### config.mk
export PLATFORM = sky130hd
export DESIGN_NAME = id_fetch_queue
export DESIGN_NICKNAME = d
export VERILOG_FILES = /design/src/rtl/id_fetch_queue.sv
export SDC_FILE = /design/constraint.sdc
export NUM_CORES = 1
export LEC_CHECK = 0
export BUFFER_PORTS_ARGS = -buffer_cell sky130_fd_sc_hd__buf_2
export CAP_MARGIN = 0
export CORE_UTILIZATION = 60
export CTS_BUF_LIST = sky130_fd_sc_hd__clkbuf_8
export CTS_CLUSTER_DIAMETER = 100
export CTS_CLUSTER_SIZE = 40
export DETAILED_ROUTE_END_ITERATION = 10
export PLACE_DENSITY = 0.81
export SYNTH_ARGS = -nofsm -noshare
export SYNTH_HDL_FRONTEND = slang
export SYNTH_SLANG_ARGS = --single-unit
### constraint.sdc
create_clock -name clk -period 6.2 [get_ports clk]
set_input_delay 0.31 -clock clk [delete_from_list [all_inputs] [get_ports clk]]
set_output_delay 0.31 -clock clk [all_outputs]
set_load 0.02 [all_outputs]
### src/rtl/id_fetch_queue.sv
// IF->ID instruction queue: a circular buffer that takes up to IN_W fetched instructions per cycle
// and presents the oldest OUT_W entries to decode, with pre-sliced register/immediate fields.

module id_fq_slot #(
  parameter int EXC_W = 8
) (
  input  logic             valid,
  input  logic [31:0]      raw_instr,
  input  logic [31:0]      raw_pc,
  input  logic [EXC_W-1:0] raw_exc,
  output logic [31:0]      instr,
  output logic [31:0]      pc,
  output logic [EXC_W-1:0] exc,
  output logic [4:0]       rs,
  output logic [4:0]       rt,
  output logic [4:0]       rd,
  output logic [15:0]      imm16
);
  // Empty slots read stale RAM, so every field is forced to zero.
  always_comb begin
    instr = '0;
    pc    = '0;
    exc   = '0;
    if (valid) begin
      instr = raw_instr;
      pc    = raw_pc;
      exc   = raw_exc;
    end
    rs    = instr[25:21];
    rt    = instr[20:16];
    rd    = instr[15:11];
    imm16 = instr[15:0];
  end
endmodule

module id_fetch_queue #(
  parameter int DEPTH = 8,
  parameter int IN_W  = 2,
  parameter int OUT_W = 2,
  parameter int EXC_W = 8
) (
  input  logic                             clk,
  input  logic                             rst,
  input  logic                             flush,
  input  logic [IN_W-1:0]                  in_valid,
  input  logic [IN_W-1:0][31:0]            in_instr,
  input  logic [IN_W-1:0][31:0]            in_pc,
  input  logic [IN_W-1:0][EXC_W-1:0]       in_exc,
  output logic                             in_ready,
  input  logic [$clog2(OUT_W+1)-1:0]       out_pop,
  output logic [OUT_W-1:0]                 out_valid,
  output logic [OUT_W-1:0][31:0]           out_instr,
  output logic [OUT_W-1:0][31:0]           out_pc,
  output logic [OUT_W-1:0][EXC_W-1:0]      out_exc,
  output logic [OUT_W-1:0][4:0]            out_rs,
  output logic [OUT_W-1:0][4:0]            out_rt,
  output logic [OUT_W-1:0][4:0]            out_rd,
  output logic [OUT_W-1:0][15:0]           out_imm16,
  output logic [$clog2(DEPTH+1)-1:0]       count
);
  localparam int AW = $clog2(DEPTH);
  localparam int CW = $clog2(DEPTH+1);

  logic [31:0]      ram_instr [DEPTH];
  logic [31:0]      ram_pc    [DEPTH];
  logic [EXC_W-1:0] ram_exc   [DEPTH];

  logic [AW-1:0] head, tail;
  logic [CW-1:0] n_push, n_pop, pop_req;
  logic          run;

  // in_ready looks only at registered occupancy; pops this cycle never free space early.
  assign in_ready = (count <= CW'(DEPTH - IN_W));

  always_comb begin
    n_push = '0;
    run    = 1'b1;
    for (int j = 0; j < IN_W; j++) begin
      run = run & in_valid[j];
      if (run) n_push = n_push + CW'(1);
    end
    if (!in_ready) n_push = '0;
  end

  assign pop_req = CW'(out_pop);
  assign n_pop   = (pop_req > count) ? count : pop_req;

  always_ff @(posedge clk) begin
    if (!rst || flush) begin
      head  <= '0;
      tail  <= '0;
      count <= '0;
    end else begin
      head  <= head + AW'(n_pop);
      tail  <= tail + AW'(n_push);
      count <= count + n_push - n_pop;
    end
  end

  // Storage is not reset; occupancy alone decides what is visible.
  always_ff @(posedge clk) begin
    for (int j = 0; j < IN_W; j++) begin
      if (rst && !flush && (CW'(j) < n_push)) begin
        ram_instr[tail + AW'(j)] <= in_instr[j];
        ram_pc[tail + AW'(j)]    <= in_pc[j];
        ram_exc[tail + AW'(j)]   <= in_exc[j];
      end
    end
  end

  for (genvar i = 0; i < OUT_W; i++) begin : g_slot
    logic [AW-1:0] rd_idx;
    assign rd_idx       = head + AW'(i);
    assign out_valid[i] = (count > CW'(i));
    id_fq_slot #(.EXC_W(EXC_W)) u_slot (
      .valid     (out_valid[i]),
      .raw_instr (ram_instr[rd_idx]),
      .raw_pc    (ram_pc[rd_idx]),
      .raw_exc   (ram_exc[rd_idx]),
      .instr     (out_instr[i]),
      .pc        (out_pc[i]),
      .exc       (out_exc[i]),
      .rs        (out_rs[i]),
      .rt        (out_rt[i]),
      .rd        (out_rd[i]),
      .imm16     (out_imm16[i])
    );
  end
endmodule

==> results of run 1 <==
-- worst paths after layout --
kind                start               end  slack, ps  cells past startpoint
max reg2reg      count[3]  ram_instr[1][28]       1700                      8
min          in_instr[53]  ram_instr[6][21]         30                      2
max               head[0]        out_pc[22]       1650                      6
min reg2reg       tail[2]           tail[2]        670                      2
-- what timing repair did --
action                                 4_1_cts  5_1_grt
hold buffers                               206        0
setup buffers                                0        0
endpoints found under the hold margin      503        0
-- state kept, by name, indices dropped and copies added (netlist names) --
signal,cells
ram_pc,256
count,4
ram_exc,64
head,3
tail,3
ram_instr,256
-- worst max-delay path, delay by kind of cell (launching register included) --
kind | cells | cell delay [ps]
muxes | 1 | 590
and+or+nand+nor | 1 | 90
buffers and inverters | 3 | 1630
AOI/OAI and AO/OA | 1 | 170
DFF | 1 | 970
-- metrics by stage --
step,cells,hold WS [ps],power [uW],utilization
2_1_floorplan,2850,530,8440,-
3_3_place_gp,3745,604,10100,0.643
3_5_place_dp,3745,641,10200,0.643
4_1_cts,3987,0.677,11900,0.689
5_1_grt,3991,16.7,12400,0.689
6_report,3996,28.6,12000,0.689
-- cells by family after synthesis --
family,count (synthesis)
XOR/XNOR,9
flip-flops,586
AND/OR/NAND/NOR,850
adder cells (fa/ha/maj),18
buffers and inverters,286
multiplexers,721
AO/OA/AOI/OAI,380
-- per-layer routing --
layer,GRT usage,vias to the layer above
met5,0,-
met4,0.155,4
met3,0.0432,353
met2,0.597,1957
met1,0.450,12900
li1,-,11300
-- layout by cell type, fill, tap and decap left out, types with 3 or more instances in the layout --
cell / count
dfxtp_1: 7
nor2_4: 7
dlygate4sd3_1: 206
inv_1: 13
nor2b_1: 8
edfxtp_1: 576
or4_1: 72
clkinv_16: 3
dfxtp_4: 3
a22oi_1: 3
a21oi_1: 364
clkbuf_8: 23
mux2_2: 577
and2_1: 8
ha_1: 15
nand2_1: 726
xnor2_1: 4
nand3_4: 6
buf_12: 7
o21ai_4: 3
buf_2: 363
diode_2: 9
nor2_1: 10
a32oi_1: 4
buf_4: 41
clkinv_8: 3
xor2_1: 3
mux4_2: 144
fa_1: 3
-- area by class of cell --
type | count | area (sq um) | share of cell area
clock inverters | 13 | 205 | 0.00524
clock buffers | 23 | 317 | 0.00808
inverters | 14 | 53.8 | 0.00137
diodes | 9 | 22.5 | 0.000575
flip-flops and latches | 586 | 17500 | 0.447
multi-input cells | 1978 | 15800 | 0.403
repair buffers | 617 | 4330 | 0.110
well taps | 756 | 946 | 0.0242
-- power groups by stage --
stage | registers, uW | logic [uW] | clock network, uW
2_1_floorplan | 4570 | 3870 | 0
3_3_place_gp | 4600 | 5490 | 0
3_5_place_dp | 4610 | 5570 | 0
4_1_cts | 4520 | 5690 | 1690
5_1_grt | 4530 | 6030 | 1800
6_report | 4520 | 5770 | 1700
==> impl_metrics.py, run 1 <==
metrics = {
    "setup_path": {
        "cp-start-kind": "flip-flop",
        "critPathMaxFanout": 39,
        "criticalPathCategory": "flip-flop to output port",
        "max_stage_delay_ps": 970,
        "path_cells": "buf_4 > buf_4 > mux4_2 > nand2_1 > a21oi_1 > buf_2",
        "required_ps": 5890,
        "cp_slowest_cell": "dfxtp_4",
        "cp.arrival_ps": 4240,
        "cp_common_cell": "buf_4",
        "cp-end-kind": "output port",
    },
    "place": {
        "dp.final_hpwl_um": 58400,
        "dpl_cell_area_sq_mm": 0.0366,
        "dp_slack_ps": 2300,
        "portBuffers": 363,
        "place_congestion": 0.850,
    },
    "timing": {
        "worstMarginPinSlew_ps": 1220,
        "final-max-slew-violation-count": 0,
        "fin_crit_ps": 4560,
        "final.period_utilization": 0.735,
        "skew_ps": 97.1,
        "layout_setup_ws_ps": 1650,
        "fmax_ghz": 0.220,
        "setup_viol": 0,
        "hold_viol_final": 0,
        "setup_tns_ps": 0,
        "rsz0062_at_grt": "false",
        "max-slew-margin-rel": 0.190,
    },
    "synth": {
        "synth_area_leaders": "edfxtp_1 (50%), mux2_2 (19%), mux4_2 (9.3%)",
        "synth_xor_area_frac": 0.00227,
        "synth_warnings": 0,
        "synth.most_common_cell": "nand2_1",
        "synth_edf_count": 576,
        "synth_top_family_by_area": "multiplexers",
        "async_flop_share": 0,
        "synthCells": 2850,
        "yosys_most_used_dff": "edfxtp_1",
        "yosys.area_share.simple": 0.103,
        "synth_nets": 3019,
        "synth_cell_type_count": 40,
        "synth_common_cells": "nand2_1 (726), mux2_2 (577), edfxtp_1 (576), a21oi_1 (365), mux4_2 (144)",
        "syn_avg_cell_area_sq_um": 12.2,
        "synth_area_sq_mm": 0.0348,
        "synth_mux_area_frac": 0.280,
        "yosysSeqAreaShare": 0.503,
        "yosysTopAreaCell": "edfxtp_1",
        "ys_ff_latch": 586,
        "synth_compound_area_frac": 0.0563,
        "synthAdderAreaFrac": 0.00712,
        "synth_top_area_share": 0.497,
    },
    "floorplanning": {
        "die-area_sq_mm": 0.0589,
        "rows": 87,
        "initial_utilization": 0.612,
        "core_sq_mm": 0.0568,
        "fp.dieH_um": 243,
        "die_w_um": 243,
        "ios": 364,
    },
    "cts": {
        "clkLatencyLatePin_ps": 710,
        "cts.sinks": 586,
        "cts-buffers-inserted": 22,
        "cts_tree": "done",
        "cts_resized": 0,
        "h-tree-depth": 1,
        "path_clk_slew_ps": 220,
        "ctsRootBufferMaster": "clkbuf_8",
        "clk_path_buf_depth": 3,
    },
    "power_and_ir_drop": {
        "ir_worst_vdd_v": 0.000418,
        "sw_frac_of_total": 0.443,
        "p_sw_uw": 5310,
        "power-per-cell-area_mw_per_mm2": 306,
        "seq_power_share": 0.377,
        "p_comb_frac": 0.481,
        "intPower_uw": 6690,
        "leakagePower_uw": 0.0144,
        "p_clk_frac": 0.142,
    },
    "routing": {
        "ant_nets": 0,
        "top_layer": "met5",
        "met1_length_um": 36500,
        "wirelength_um": 105000,
        "route.met3.wl_um": 11900,
        "drc": 0,
        "drt_iter0_markers": 3373,
        "wl_met2_um": 52300,
        "routedWlPerCell_um": 26.4,
        "viasPerCell": 6.63,
        "drt-pass1-iter-count": 5,
        "via_count": 26500,
    },
    "status": {
        "status": "complete, no violations",
    },
    "grt": {
        "grt_pass1_vias": 26600,
        "grt_pass1_wl_um": 157000,
        "grt_overflow": 0,
        "grt_antenna_before_repair": 7,
        "grt_max_degree": 157,
        "track_usage": 0.350,
    },
    "flow_run": {
        "drv_cap": 0,
    },
    "layout": {
        "syn2layout_area_growth_pct": 12.6,
        "final_layout_size_suffix_gt1_frac": 0.370,
        "fin_area_sq_mm": 0.0392,
        "nets": 3388,
        "fillCellCount": 4039,
    },
    "hold_path": {
        "hp-class": "primary input to flip-flop",
    },
}
No activity file was read; power rests on OpenSTA's default activity.
==> run 2, diff against run 1 <==
Clock period 6.2 ns to 4.5 ns, I/O delays scaled along.
==> run 2 against run 1 <==
Effect of this change:
- sequential power rose by 38%
- critical endpoint is now out_pc[39]
- die area did not move
- critical path depth rose by 1
- hold slack improved by 34 ps
- clock skew fell by 63 ps
- flip-flop and latch count did not move
- non-clock buffer count rose by 25
- clock power rose by 42%
- register-to-register slack got worse by 1200 ps
- via count rose by 1.2%
==> impl_metrics.py, run 2 (same netlist as run 1, synthesis figures left out) <==
metrics = {
    "status": {
        "status": "complete, no violations",
    },
    "routing": {
        "drt_iter0_markers": 3269,
        "viasPerCell": 6.68,
        "ant_nets": 0,
        "routedWlPerCell_um": 26.5,
        "wirelength_um": 106000,
        "via_count": 26800,
        "drt-pass1-iter-count": 6,
        "drc": 0,
    },
    "power_and_ir_drop": {
        "leakagePower_uw": 0.0145,
        "power-per-cell-area_mw_per_mm2": 422,
        "ir_worst_vdd_v": 0.000674,
    },
    "grt": {
        "grt_pass1_vias": 27400,
        "grt_antenna_before_repair": 7,
        "grt_overflow": 0,
        "track_usage": 0.353,
        "grt_pass1_wl_um": 159000,
        "grt_max_degree": 153,
    },
    "place": {
        "dp.cells": 3756,
        "dp.final_hpwl_um": 58800,
        "portBuffers": 363,
        "dpl_cell_area_sq_mm": 0.0368,
        "place_congestion": 0.864,
    },
    "layout": {
        "reg.largest.list": "ram_instr x256, ram_pc x256, ram_exc x64",
        "final_cell_mix": "nand2_1 (726), mux2_2 (577), edfxtp_1 (576)",
        "final_layout_size_suffix_gt1_frac": 0.370,
        "fin_area_sq_mm": 0.0395,
        "layout.cells.non_filler": 4018,
        "syn2layout_area_growth_pct": 13.6,
        "final_common_cell": "nand2_1",
        "nets": 3412,
    },
    "floorplanning": {
        "die-area_sq_mm": 0.0589,
        "fp.dieH_um": 243,
        "rows": 87,
        "core_sq_mm": 0.0568,
        "initial_utilization": 0.612,
        "die_w_um": 243,
        "ios": 364,
    },
    "cts": {
        "cts-buffers-inserted": 21,
        "path_clk_slew_ps": 210,
        "clk_path_buf_depth": 3,
        "ctsRootBufferMaster": "clkbuf_8",
        "cts_tree": "done",
        "h-tree-depth": 1,
        "clkLatencyLatePin_ps": 690,
        "cts.sinks": 586,
        "cts_resized": 0,
    },
    "setup_path": {
        "cp.arrival_ps": 3870,
        "cp-end-kind": "output port",
        "required_ps": 4280,
        "cp-start-kind": "flip-flop",
        "critPathMaxFanout": 74,
        "criticalPathCategory": "flip-flop to output port",
    },
    "timing": {
        "skew_ps": 34.0,
        "rsz0062_at_grt": "false",
        "max-slew-margin-rel": 0.291,
        "setup_viol": 0,
        "worstMarginPinSlew_ps": 1060,
        "hold_viol_final": 0,
        "final-max-slew-violation-count": 0,
        "fin_crit_ps": 4090,
        "fmax_ghz": 0.244,
        "final.period_utilization": 0.909,
    },
    "flow_run": {
        "drv_cap": 0,
    },
    "hold_path": {
        "hp-class": "primary input to flip-flop",
    },
}
[run 2: metrics by stage]
stage / utilization / setup WS [ps] / power [uW] / hold slack, ps / TNS, ps
global route: 0.695 / 190 / 17200 / 75.0 / 0
floorplan: - / -765 / 11600 / 445 / -385620
CTS: 0.695 / 412 / 16500 / 47.9 / 0
global placement: 0.647 / 1230 / 13900 / 603 / 0
finish: 0.695 / 410 / 16700 / 62.9 / 0
detailed placement: 0.647 / 1100 / 14000 / 625 / 0
[run 2: layer usage]
metal,GRT usage,part of all wire,routed length (um)
met5,0,0.00024,26
met4,0.188,0.051,5460
met1,0.433,0.34,36500
met3,0.0574,0.11,11800
met2,0.600,0.49,52600
[run 2: what timing repair did]
item	in CTS	in global routing
hold buffers	220	0
setup buffers	0	0
endpoints found under the hold margin	586	0
[run 2: critical path: stages (launching register included)]
cell and delay, ps:
dfxtp_4 830, ha_1 410, xor2_4 410, buf_4 720, nand2_1 150, a21oi_1 160, or4_1 220, buf_2 200
[run 2: area by class of cell]
cell class              count  area, sq um
repair buffers            642         4660
flip-flops and latches    586        17500
multi-input cells        1978        15800
fillers                  3947        17300
well taps                 756          946
inverters                  14         53.8
clock buffers              21          289
clock inverters            12          240
diodes                      9         22.5
[run 2: path summary, 6_finish.rpt]
check	start	end	slack, ps	cells past startpoint
worst max-delay path	head[0]	out_pc[39]	410	7
worst min-delay path	out_pop[1]	head[1]	60	4
worst max register to register	tail[1]	ram_instr[1][23]	470	7
worst min register to register	tail[2]	tail[2]	680	2
[run 2: power by group]
part           total, uW  internal [uW]  switching [uW]
combinational       7990           2560            5420
clock               2410            682            1730
sequential          6260           6110             154
total              16700           9350            7310
